--- config.mk ---
export PLATFORM = sky130hd
export DESIGN_NAME = am9513_ctx_xfer
export DESIGN_NICKNAME = d
export VERILOG_FILES = /design/src/rtl/am9513_ctx_xfer.sv
export SDC_FILE = /design/constraint.sdc
export NUM_CORES = 1
export LEC_CHECK = 0
export CORE_AREA = 3 3 128 130
export CTS_CLUSTER_SIZE = 20
export DETAILED_ROUTE_END_ITERATION = 8
export DIE_AREA = 0 0 131 133
export PLACE_DENSITY = 0.57
export SLEW_MARGIN = 0
export SYNTH_ARGS = -nofsm -noshare
export SYNTH_HDL_FRONTEND = slang
export SYNTH_SLANG_ARGS = --single-unit
--- constraint.sdc ---
create_clock -name clk -period 3.75 [get_ports clk]
set_input_delay 0.75 -clock clk [delete_from_list [all_inputs] [get_ports clk]]
set_output_delay 0.75 -clock clk [all_outputs]
set_load 0.01 [all_outputs]
--- src/rtl/am9513_ctx_xfer.sv ---
// Context save/restore engine: streams one context's rounding mode, flags and
// 16 registers out of the context file, or writes them back from a stream.
module am9513_ctx_xfer #(
  parameter int NUM_CONTEXTS = 64
) (
  input  logic        clk,
  input  logic        rst_n,
  input  logic        cmd_valid,
  output logic        cmd_ready,
  input  logic        cmd_op,
  input  logic [15:0] cmd_ctx,
  output logic        out_valid,
  input  logic        out_ready,
  output logic [63:0] out_data,
  output logic        out_last,
  input  logic        in_valid,
  output logic        in_ready,
  input  logic [63:0] in_data,
  input  logic        in_last,
  output logic        done,
  output logic        err_ctx,
  output logic        err_frame,
  output logic        busy,
  output logic [15:0] cf_ctx_sel,
  output logic [3:0]  cf_rf_index,
  input  logic [1:0]  cf_rm_rdata,
  input  logic [4:0]  cf_flags_rdata,
  input  logic [63:0] cf_rf_rdata,
  output logic        cf_rm_we,
  output logic [1:0]  cf_rm_wdata,
  output logic        cf_flags_clr_we,
  output logic [4:0]  cf_flags_clr_mask,
  output logic        cf_flags_or_we,
  output logic [4:0]  cf_flags_or_mask,
  output logic        cf_rf_we,
  output logic [63:0] cf_rf_wdata
);

  typedef enum logic [2:0] {
    S_IDLE, S_SAVE, S_R_HDR, S_R_FLG, S_R_RF, S_DONE
  } state_t;

  // 17 bits so that NUM_CONTEXTS = 65536 still compares correctly
  localparam logic [16:0] CTX_LIMIT = 17'(NUM_CONTEXTS);

  state_t      state, state_nxt;
  logic [15:0] ctx_q;
  logic [4:0]  bcnt;
  logic [4:0]  flags_q;
  logic        err_ctx_q, err_frame_q;
  logic        ctx_bad, last_beat;

  assign ctx_bad     = {1'b0, cmd_ctx} >= CTX_LIMIT;
  assign last_beat   = (bcnt == 5'd16);
  assign cmd_ready   = (state == S_IDLE);
  assign busy        = (state != S_IDLE);
  assign cf_ctx_sel  = busy ? ctx_q : 16'd0;
  assign cf_rf_index = 4'(bcnt - 5'd1);

  always_ff @(posedge clk) begin
    if (!rst_n) begin
      state       <= S_IDLE;
      ctx_q       <= 16'd0;
      bcnt        <= 5'd0;
      flags_q     <= 5'd0;
      err_ctx_q   <= 1'b0;
      err_frame_q <= 1'b0;
    end else begin
      state <= state_nxt;
      case (state)
        S_IDLE: if (cmd_valid) begin
          ctx_q       <= cmd_ctx;
          bcnt        <= 5'd0;
          err_ctx_q   <= ctx_bad;
          err_frame_q <= 1'b0;
        end
        S_SAVE: if (out_ready) bcnt <= bcnt + 5'd1;
        S_R_HDR: if (in_valid) begin
          flags_q <= in_data[6:2];
          bcnt    <= 5'd1;
          if (in_last) err_frame_q <= 1'b1;
        end
        S_R_RF: if (in_valid) begin
          bcnt <= bcnt + 5'd1;
          // last must coincide with the 16th register beat, no earlier or later
          if (last_beat ? !in_last : in_last) err_frame_q <= 1'b1;
        end
        default: ;
      endcase
    end
  end

  always_comb begin
    state_nxt = state;
    case (state)
      S_IDLE:  if (cmd_valid) state_nxt = ctx_bad ? S_DONE : (cmd_op ? S_R_HDR : S_SAVE);
      S_SAVE:  if (out_ready && last_beat) state_nxt = S_DONE;
      S_R_HDR: if (in_valid) state_nxt = in_last ? S_DONE : S_R_FLG;
      S_R_FLG: state_nxt = S_R_RF;
      S_R_RF:  if (in_valid && (last_beat || in_last)) state_nxt = S_DONE;
      S_DONE:  state_nxt = S_IDLE;
      default: state_nxt = S_IDLE;
    endcase
  end

  always_comb begin
    out_valid         = 1'b0;
    out_last          = 1'b0;
    out_data          = 64'd0;
    in_ready          = 1'b0;
    done              = 1'b0;
    err_ctx           = 1'b0;
    err_frame         = 1'b0;
    cf_rm_we          = 1'b0;
    cf_rm_wdata       = 2'd0;
    cf_flags_clr_we   = 1'b0;
    cf_flags_clr_mask = 5'd0;
    cf_flags_or_we    = 1'b0;
    cf_flags_or_mask  = 5'd0;
    cf_rf_we          = 1'b0;
    cf_rf_wdata       = 64'd0;
    case (state)
      S_SAVE: begin
        out_valid = 1'b1;
        out_last  = last_beat;
        out_data  = (bcnt == 5'd0) ? {57'd0, cf_flags_rdata, cf_rm_rdata} : cf_rf_rdata;
      end
      S_R_HDR: begin
        in_ready = 1'b1;
        if (in_valid) begin
          cf_rm_we          = 1'b1;
          cf_rm_wdata       = in_data[1:0];
          cf_flags_clr_we   = 1'b1;
          cf_flags_clr_mask = 5'h1F;
        end
      end
      S_R_FLG: begin
        cf_flags_or_we   = 1'b1;
        cf_flags_or_mask = flags_q;
      end
      S_R_RF: begin
        in_ready = 1'b1;
        if (in_valid) begin
          cf_rf_we    = 1'b1;
          cf_rf_wdata = in_data;
        end
      end
      S_DONE: begin
        done      = 1'b1;
        err_ctx   = err_ctx_q;
        err_frame = err_frame_q;
      end
      default: ;
    endcase
  end

endmodule

==> results <==
## kinds of logic after synthesis
| family | count (synthesis) | share of synthesized area [%] |
|---|---|---|
| xor gates and xnor gates | 3 | 0.9277 |
| adders and majority gates | 4 | 1.767 |
| and+or+nand+nor | 242 | 50.04 |
| muxes | 13 | 4.770 |
| buffers and inverters | 43 | 8.922 |
| AOI/OAI and AO/OA | 43 | 11.66 |
| DFF | 31 | 21.91 |
## routing by layer
layer / global-route usage [%] / up-vias / wire, um
li1: - / 1827 / -
met1: 17.16 / 1632 / 5641
met2: 28.36 / 157 / 7707
met3: 4.118 / 14 / 1235
met4: 2.914 / 2 / 168
met5: 0 / - / 13
## through the flow
step | area [um^2] | setup slack [ns] | std cells | hold slack, ns
after floorplan | 2833 | 1.440 | 379 | 0.4305
after global placement | 6235 | 0.4602 | 889 | 0.4410
after detailed placement | 6235 | 0.4388 | 889 | 0.4568
after CTS | 6391 | 0.3777 | 897 | 0.4652
after global routing | 6391 | 0.2504 | 897 | 0.4914
final | 6391 | 0.3842 | 897 | 0.4627
## synthesized netlist by cell type (all sizes together)
master     n
and2     127
nand2     43
dfxtp     31
buf       22
nor2b     22
a21boi    18
nor2      17
clkbuf    14
mux2i     12
a21oi      8
and3       7
inv        7
nand3      6
nand2b     5
nor3       5
ha         4
and4bb     2
o211a      2
o21ai      2
o32ai      2
or4        2
xor2       2
a211o      1
a211oi     1
a21bo      1
a221oi     1
a2bb2oi    1
a31oi      1
a41o       1
mux2       1
nand4b     1
nand4bb    1
nor4       1
nor4b      1
o211ai     1
o221ai     1
o311a      1
o31ai      1
or2        1
or3b       1
xnor2      1
## registers in the layout, summed over array words and instances (netlist names)
register / flops
ctx_q: 16
flags_q: 5
err_frame_q: 1
err_ctx_q: 1
state: 3
bcnt: 5
## critical path, cell delays in order (launching register included)
cell and delay, ns:
dfxtp_1 0.49, or3b_4 0.57, nor2_4 0.12, buf_4 0.35, and2_1 0.21, clkdlybuf4s50_1 0.58
## worst max path at each step
stage	from	end	slack, ns	depth (start not counted)
final	state[1]$_SDFFE_PN0P_	out_data[32]	0.38	5
after global routing	state[1]$_SDFFE_PN0P_	out_data[31]	0.25	5
after CTS	state[1]$_SDFFE_PN0P_	out_data[31]	0.38	5
after detailed placement	in_valid	cf_rf_wdata[56]	0.44	5
after global placement	in_valid	cf_rm_wdata[0]	0.46	5
after floorplan	bcnt[0]$_SDFFE_PN0P_	out_data[43]	1.44	8
## report_power, final
part | internal [mW] | switching, mW | total, mW
registers | 0.354 | 0.0133 | 0.367
logic | 0.426 | 0.302 | 0.728
clock network | 0.282 | 0.139 | 0.422
## layout make-up
| class | count | area share [%] |
|---|---|---|
| well taps | 211 | 4.131 |
| repair buffers | 335 | 52.62 |
| multi-input cells | 305 | 30.68 |
| flip-flops and latches | 31 | 9.710 |
| inverters | 7 | 0.4111 |
| clock buffers | 8 | 2.447 |
==> results.cfg <==
[outcome]
run_status = complete, no violations

[clock_tree]
root_buffer = clkbuf_16
postCtsSetupBuffers = 0
hold_buffers = 0
ctsResizeCount = 0
cts.sink_count = 31
cts_tree = built
cts_buffer_depth = 2
clock_latency_ns = 0.27
clkTransAtPathRegs_ns = 0.05
htreeDepth = 2
numCtsBuffers = 5

[power]
p_leak_nw = 2.420
peakVddDrop_v = 0.0001777
powerDensity_nw_per_um2 = 237.3
finalPower_mw = 1.517

[final_layout]
multi_input_area_um2 = 1961
drive_above_1_share_pct = 3.936
fillers = 1501
final_nets = 847
ff_latch_area_um2 = 620.6
layout_common_cells = clkdlybuf4s50_1 (329), and2_1 (127), nand2_1 (43)
syn_to_final_growth_pct = 125.6
diodes = 0
layout_commonest_cell = clkdlybuf4s50_1
finalCoreUtilization_pct = 41.89

[critical_path]
required_ns = 3.00
setup.worst_path.start_class = flip-flop
crit_fanout = 57
r2r-end = ctx_q[14]$_SDFFE_PN0P_
rr_startpoint = state[1]$_SDFFE_PN0P_
r2r_cells = 4
reg2reg_slack_ns = 1.46
cp.arrival_ns = 2.62
cp-end-kind = output pin
critical_path_class = reg -> out

[timing]
finalSetupViolCount = 0
fin_crit_sh_pct = 89.75
fin_skew_ns = 0.005142
relSlewSlack_pct = 27.60
grt_setup_unrepaired = false
hold_viol_final = 0
layout_min_cycle_time_ns = 3.366
worstMarginPinSlew_ns = 1.083
slew_viol_final = 0
fmax_mhz = 297.1
fin_setup_tns_ns = 0

[hold_path]
hold_path_end = ctx_q[6]$_SDFFE_PN0P_
worstHoldStart = ctx_q[6]$_SDFFE_PN0P_
hp-class = reg -> reg
holdPathStages = 2

[drt]
dr.pass1.iters = 4
first_iter_violations = 163
drc = 0
drtAntennaViolNets = 0
vias = 3632
wl_per_cell_um = 16.46
vias_per_cell = 4.049
routed_wirelength_mm = 14.77

[logic_synthesis]
synth_area_per_cell_um2 = 7.474
synth_seq_cells = 31
ys_top_cells_by_area = and2_1 (28%), dfxtp_1 (22%), nand2_1 (5.7%)
synthesis.instances = 379
synthDistinctLibCells = 50
yosysTopAreaCell = and2_1
syn_area_um2 = 2833
ys_seq_area_share_pct = 21.91
synth_nets = 541
synth.top_cell.area_share_pct = 28.05
yosysWarnings = 0

[floorplan]
dieArea_um2 = 17420
die_h_um = 133
initial_utilization_pct = 18.56
core-area_um2 = 15260
ios = 330
fp-row-count = 45
dieWidth_um = 131

[global_routing]
grt_usage_pct = 15.25
grt_max_degree = 66
grt_pass1_wl_mm = 20.60
grt_overflow_total = 0
antenna_found_initial = 2
grt_pass1_vias = 3467

[placed_design]
gp_congestion = 0.8258
port-buffer-count = 329
place_hpwl_mm = 12.35

[run]
drv_cap = 0
Note: power is estimated with default switching activity, not from simulation.
